## src/rtl/control_pkg.sv

```systemverilog
// rtl/control_pkg.sv - opcodes, state encoding and control field codes for the multicycle control unit
package control_pkg;

    localparam logic [5:0] OP_RTYPE = 6'b000000;
    localparam logic [5:0] OP_LW    = 6'b100011;
    localparam logic [5:0] OP_SW    = 6'b101011;
    localparam logic [5:0] OP_LB    = 6'b100000;
    localparam logic [5:0] OP_LBU   = 6'b100100;
    localparam logic [5:0] OP_SB    = 6'b101000;
    localparam logic [5:0] OP_BEQ   = 6'b000100;
    localparam logic [5:0] OP_BNE   = 6'b000101;
    localparam logic [5:0] OP_J     = 6'b000010;
    localparam logic [5:0] OP_ADDI  = 6'b001000;
    localparam logic [5:0] OP_ANDI  = 6'b001100;
    localparam logic [5:0] OP_ORI   = 6'b001101;

    localparam logic [1:0] ALUOP_ADD = 2'b00;
    localparam logic [1:0] ALUOP_SUB = 2'b01;
    localparam logic [1:0] ALUOP_R   = 2'b10;
    localparam logic [1:0] ALUOP_LOG = 2'b11;

    localparam logic [1:0] SRCB_REG  = 2'b00;
    localparam logic [1:0] SRCB_FOUR = 2'b01;
    localparam logic [1:0] SRCB_IMM  = 2'b10;
    localparam logic [1:0] SRCB_SHL2 = 2'b11;

    localparam logic [1:0] PCSRC_ALU  = 2'b00;
    localparam logic [1:0] PCSRC_OUT  = 2'b01;
    localparam logic [1:0] PCSRC_JUMP = 2'b10;

    typedef enum logic [3:0] {
        IDLE, FETCH, DECODE, MEM_ADDR, MEM_READ, MEM_WB, MEM_WRITE,
        EXEC_R, R_WB, EXEC_I, I_WB, BRANCH, JUMP
    } state_t;

    function automatic logic is_byte_op(input logic [5:0] op);
        return (op == OP_LB) || (op == OP_LBU) || (op == OP_SB);
    endfunction

    function automatic logic is_load(input logic [5:0] op);
        return (op == OP_LW) || (op == OP_LB) || (op == OP_LBU);
    endfunction

endpackage

```

## src/rtl/control_salidas.sv

```systemverilog
// rtl/control_salidas.sv - combinational state/op_q/mem_ready to datapath control decoder
module control_salidas
    import control_pkg::*;
(
    input  logic       [5:0] op_q,
    input  state_t           state,
    input  logic             mem_ready,
    output logic             PCWrite,
    output logic             PCWriteCond,
    output logic             IorD,
    output logic             MemRead,
    output logic             MemWrite,
    output logic             IRWrite,
    output logic             MemtoReg,
    output logic             ALUSrcA,
    output logic             RegWrite,
    output logic             RegDest,
    output logic       [1:0] ALUOp,
    output logic       [1:0] ALUSrcB,
    output logic       [1:0] PCSource,
    output logic             branch_ne,
    output logic             is_byte,
    output logic             is_unsigned,
    output logic             instr_done
);

    logic mem_phase;

    always_comb begin
        PCWrite     = 1'b0;
        PCWriteCond = 1'b0;
        IorD        = 1'b0;
        MemRead     = 1'b0;
        MemWrite    = 1'b0;
        IRWrite     = 1'b0;
        MemtoReg    = 1'b0;
        ALUSrcA     = 1'b0;
        RegWrite    = 1'b0;
        RegDest     = 1'b0;
        ALUOp       = ALUOP_ADD;
        ALUSrcB     = SRCB_REG;
        PCSource    = PCSRC_ALU;
        branch_ne   = 1'b0;
        instr_done  = 1'b0;
        mem_phase   = 1'b0;
        case (state)
            FETCH: begin
                MemRead = 1'b1;
                ALUSrcB = SRCB_FOUR;
                IRWrite = mem_ready;
                PCWrite = mem_ready;
            end
            DECODE:   ALUSrcB = SRCB_SHL2;
            MEM_ADDR: begin
                ALUSrcA   = 1'b1;
                ALUSrcB   = SRCB_IMM;
                mem_phase = 1'b1;
            end
            MEM_READ: begin
                MemRead   = 1'b1;
                IorD      = 1'b1;
                mem_phase = 1'b1;
            end
            MEM_WB: begin
                RegWrite   = 1'b1;
                MemtoReg   = 1'b1;
                instr_done = 1'b1;
                mem_phase  = 1'b1;
            end
            MEM_WRITE: begin
                MemWrite   = 1'b1;
                IorD       = 1'b1;
                instr_done = mem_ready;
                mem_phase  = 1'b1;
            end
            EXEC_R: begin
                ALUSrcA = 1'b1;
                ALUOp   = ALUOP_R;
            end
            R_WB: begin
                RegDest    = 1'b1;
                RegWrite   = 1'b1;
                instr_done = 1'b1;
            end
            EXEC_I: begin
                ALUSrcA = 1'b1;
                ALUSrcB = SRCB_IMM;
                ALUOp   = (op_q == OP_ADDI) ? ALUOP_ADD : ALUOP_LOG;
            end
            I_WB: begin
                RegWrite   = 1'b1;
                instr_done = 1'b1;
            end
            BRANCH: begin
                ALUSrcA     = 1'b1;
                ALUOp       = ALUOP_SUB;
                PCWriteCond = 1'b1;
                PCSource    = PCSRC_OUT;
                branch_ne   = (op_q == OP_BNE);
                instr_done  = 1'b1;
            end
            JUMP: begin
                PCWrite    = 1'b1;
                PCSource   = PCSRC_JUMP;
                instr_done = 1'b1;
            end
            default: ;
        endcase
        is_byte     = mem_phase && is_byte_op(op_q);
        is_unsigned = mem_phase && (op_q == OP_LBU);
    end

endmodule

```

## src/rtl/control_multiciclo.sv

```systemverilog
// rtl/control_multiciclo.sv - multicycle MIPS32 control unit: state register, op_q latch, next-state logic
module control_multiciclo
    import control_pkg::*;
#(
    parameter bit BYTE_EN = 1'b1
) (
    input  logic       clk,
    input  logic       rst,
    input  logic [5:0] opcode,
    input  logic       mem_ready,
    output logic       PCWrite,
    output logic       PCWriteCond,
    output logic       IorD,
    output logic       MemRead,
    output logic       MemWrite,
    output logic       IRWrite,
    output logic       MemtoReg,
    output logic       ALUSrcA,
    output logic       RegWrite,
    output logic       RegDest,
    output logic [1:0] ALUOp,
    output logic [1:0] ALUSrcB,
    output logic [1:0] PCSource,
    output logic       branch_ne,
    output logic       is_byte,
    output logic       is_unsigned,
    output logic       instr_done,
    output logic       illegal_op
);

    state_t     state;
    state_t     state_next;
    logic [5:0] op_q;
    logic       byte_ok;

    always_ff @(posedge clk or posedge rst) begin
        if (rst) begin
            state <= IDLE;
            op_q  <= '0;
        end else begin
            state <= state_next;
            if (state == DECODE)
                op_q <= opcode;
        end
    end

    // Byte opcodes fall through to the illegal path when byte lanes are not built.
    assign byte_ok = BYTE_EN || !is_byte_op(opcode);

    always_comb begin
        state_next = state;
        illegal_op = 1'b0;
        case (state)
            IDLE:  state_next = FETCH;
            FETCH: if (mem_ready) state_next = DECODE;
            DECODE: begin
                case (opcode)
                    OP_LW, OP_SW, OP_LB, OP_LBU, OP_SB: state_next = byte_ok ? MEM_ADDR : FETCH;
                    OP_RTYPE:                           state_next = EXEC_R;
                    OP_ADDI, OP_ANDI, OP_ORI:           state_next = EXEC_I;
                    OP_BEQ, OP_BNE:                     state_next = BRANCH;
                    OP_J:                               state_next = JUMP;
                    default:                            state_next = FETCH;
                endcase
                illegal_op = (state_next == FETCH);
            end
            MEM_ADDR:  state_next = is_load(op_q) ? MEM_READ : MEM_WRITE;
            MEM_READ:  if (mem_ready) state_next = MEM_WB;
            MEM_WRITE: if (mem_ready) state_next = FETCH;
            EXEC_R:    state_next = R_WB;
            EXEC_I:    state_next = I_WB;
            MEM_WB, R_WB, I_WB, BRANCH, JUMP: state_next = FETCH;
            default:   state_next = IDLE;
        endcase
    end

    control_salidas u_salidas (
        .op_q        (op_q),
        .state       (state),
        .mem_ready   (mem_ready),
        .PCWrite     (PCWrite),
        .PCWriteCond (PCWriteCond),
        .IorD        (IorD),
        .MemRead     (MemRead),
        .MemWrite    (MemWrite),
        .IRWrite     (IRWrite),
        .MemtoReg    (MemtoReg),
        .ALUSrcA     (ALUSrcA),
        .RegWrite    (RegWrite),
        .RegDest     (RegDest),
        .ALUOp       (ALUOp),
        .ALUSrcB     (ALUSrcB),
        .PCSource    (PCSource),
        .branch_ne   (branch_ne),
        .is_byte     (is_byte),
        .is_unsigned (is_unsigned),
        .instr_done  (instr_done)
    );

endmodule
```

## config.mk

```make
export PLATFORM = sky130hd
export DESIGN_NAME = control_multiciclo
export DESIGN_NICKNAME = d
export VERILOG_FILES = /design/src/rtl/control_pkg.sv /design/src/rtl/control_salidas.sv /design/src/rtl/control_multiciclo.sv
export SDC_FILE = /design/constraint.sdc
export NUM_CORES = 1
export LEC_CHECK = 0
export CORE_MARGIN = 2
export CORE_UTILIZATION = 31
export CTS_CLUSTER_DIAMETER = 30
export DETAILED_ROUTE_END_ITERATION = 10
export GPL_TIMING_DRIVEN = 0
export SYNTH_ARGS = -nofsm -noshare
export SYNTH_HDL_FRONTEND = slang
export SYNTH_SLANG_ARGS = --single-unit
export TNS_END_PERCENT = 1
```

## constraint.sdc

```tcl
create_clock -name clk -period 2.1 [get_ports clk]
set_clock_uncertainty 0.15 [all_clocks]
set_input_delay 0.525 -clock clk [delete_from_list [all_inputs] [get_ports clk]]
set_output_delay 0.525 -clock clk [all_outputs]
set_load 0.01 [all_outputs]
```

==> run metrics <==
status=finished with violations; violated checks=negative setup slack; r2r startpoint=state[3]$_DFFE_PP0P_; # hold bufs at CTS=0; worst-margin pin slew=around 0.65 ns; largest family of logic cells by synthesized area=simple AND/OR/NAND/NOR gates; EDFF count, synth=0; Synth Area in Compound Gates=0.213; Remaining DRCs=0; gr usage total=0.167; final setup violation count=7; initial antenna violation count=0; Die H=58.4 um; syn nets=123; vias in the first global route=around 950; Die W=58.4 um; worst setup margin=-0.121 ns; Syn Area/Cell=8.05 um2; cell area after layout=about 1500 um2; hold slack=a little under 0.4 ns; Synth area leaders=dfrtp_1 (27%), nor2_1 (7.4%), mux2_2 (7.4%), nand2b_1 (4.1%), nor3_1 (3.8%); CTS clk-pin slew, worst paths=~0.07 ns; final-report hold violation count=0; fin crit period=2.22 ns; Rows=19; Synth Cell Area=917 um2; count of pins over their slew limit=0; layout net count=172; CTS tree=done; required time worst endpoint=around 1.4 ns; Peak VDD IR=0.000802 V; vias post-DR=1025; count leader, synth=nor2_1; largest net degree at the start of global routing=11; crit end category=output port; top cells by count, synth=nor2_1 (18), dfrtp_1 (10), nand2_1 (9); FF+latch area=~250 um2; Yosys cell types=37; hold crit path type=in2async; Gate Count Post-Synth=around 110; adder-cell share of the synthesized area=0; unrepaired setup endpoints after global routing=yes; Longest Clk Path Bufs=2; Synth Flop Type=dfrtp_1; area leader, netlist=dfrtp_1; post-DR vias/cell=about 5.3; first-pass GRT wire length=between 4000 and 5000 um; First-pass DRT Iterations=5; Root Buffer=clkbuf_4; Seq cells post-synth=10; max-cap violations=0; initial DRC count=24; Top Ports=30; Synth top area share=0.273; f_max=between 400 and 500 MHz; Final Wtd Congestion=roughly 0.75; post-placement cell area=1250 um2; # clock sinks=10; critical path launch point type=flip-flop; CP Max Fanout=3; CTS buffer count=3; R2R cell count=4; mux share of post-synthesis cell area=0.0737; PwrDens=roughly 1400 nW/um2; latest clock arrival within the worst-skew pair=approximately 0.26 ns; Ant. Diodes=0; IO Port Bufs=29; post-DP HPWL=roughly 1900 um; layout cells sized above 1=0.494; Final TNS setup=-0.542 ns; ys async rst share=1.00; drt total wl=2820 um; post-route ant nets=0; Area Growth Syn to Fin=59.6%; Worst Path Arrival=around 1.6 ns; Multi-input gate area=approximately 700 um2; Pleak=0.000663 uW; Core Region=between 2000 and 3000 um2; Tot Pwr=approximately 2100 uW; Max H-tree Level=1; Critical R2R Capture=op_q[1]$_DFFE_PP0P_; sequential share of the synthesized area=0.273; per-cell routed wire length=14.6 um; xor/xnor share of the synthesized area=0.0286; grt ovf=0; R2R Setup Slk=approximately 0.42 ns; Synthesis Warnings=0; Synth Area in Simple Gates=0.349; initial core utilization=0.330; die area=between 3000 and 4000 um2; Filler Cell Count=281; crit path kind=reg2out; pre-CTS WS=-1.04 ns; fin crit share=1.06; worst rel slew slack=0.563
==> worst max path at each step <==
stage	startpoint	end
6_report	op_q[4]$_DFFE_PP0P_	ALUOp[1]
3_3_place_gp	opcode[1]	illegal_op
4_1_cts	state[1]$_DFFE_PP0P_	instr_done
3_5_place_dp	opcode[1]	illegal_op
5_1_grt	state[2]$_DFFE_PP0P_	is_unsigned
2_1_floorplan	state[2]$_DFFE_PP0P_	branch_ne
==> routing by layer <==
layer | up-vias | wire [um] | global-route usage
li1 | 501 | - | -
met1 | 485 | 1190 | 0.215
met2 | 37 | 1430 | 0.287
met3 | 2 | 180 | 0.0264
met4 | 0 | 25 | 0.0498
met5 | - | 0 | 0
==> cells in the final DEF (no fill, tap or decap), types with 2 or more instances in the layout <==
| master | n |
|---|---|
| buf_4 | 18 |
| buf_6 | 5 |
| buf_8 | 3 |
| o21ai_0 | 3 |
| nand2b_1 | 4 |
| nand2_2 | 2 |
| buf_2 | 15 |
| o21bai_1 | 2 |
| nor4b_2 | 3 |
| nor2_4 | 2 |
| nand3b_1 | 2 |
| nand2_1 | 7 |
| nor3_1 | 4 |
| mux2_2 | 6 |
| inv_1 | 3 |
| dfrtp_1 | 9 |
| and3_1 | 2 |
| a31oi_1 | 2 |
| a21oi_1 | 4 |
| a22oi_1 | 2 |
| clkbuf_2 | 3 |
| clkdlybuf4s15_2 | 3 |
| nand2b_4 | 3 |
| nor3_2 | 3 |
| nor2_1 | 17 |
| dlygate4sd2_1 | 3 |
| o21ai_1 | 2 |
| clkbuf_4 | 3 |
==> sequential cells by signal, indices dropped and copies added, names as in the netlist <==
signal  cells
op_q        6
state       4
==> worst max-delay path, stage by stage, from the launching register on <==
cell and delay (ns):
dfrtp_1 0.41, nor3_2 0.24, nand3_2 0.12, buf_4 0.15, nand2_1 0.05, a21boi_0 0.07, clkdlybuf4s15_1 0.24
==> where the power goes <==
part           leakage [uW]  total (uW)  switching [uW]  internal (uW)
combinational      0.000522        1510             745            768
clock             0.0000210         175            69.3            105
sequential         0.000120         390            99.1            291
==> logic make-up after synthesis <==
group	Yosys count
DFF	10
muxes	6
buffers and inverters	12
xor gates and xnor gates	3
AOI/OAI and AO/OA	26
and+or+nand+nor	57
==> cell type report <==
| type | instances | area share |
|---|---|---|
| multi-input cells | 92 | 0.478 |
| repair buffers | 44 | 0.211 |
| flip-flops and latches | 10 | 0.172 |
| plain buffers | 9 | 0.0803 |
| well taps | 31 | 0.0265 |
| clock buffers | 4 | 0.0248 |
| inverters | 3 | 0.00769 |
==> metrics by stage <==
stage,utilization,instances
3_5_place_dp,0.448,174
3_3_place_gp,0.448,174
6_report,0.526,193
4_1_cts,0.483,183
5_1_grt,0.526,193
2_1_floorplan,-,114
==> repair_timing <==
action,CTS,global route
setup buffers,5,10
setup endpoints to repair,21,20
pin swaps,7,9
gates resized for setup,119,27
(Power assumes the default switching activity.)
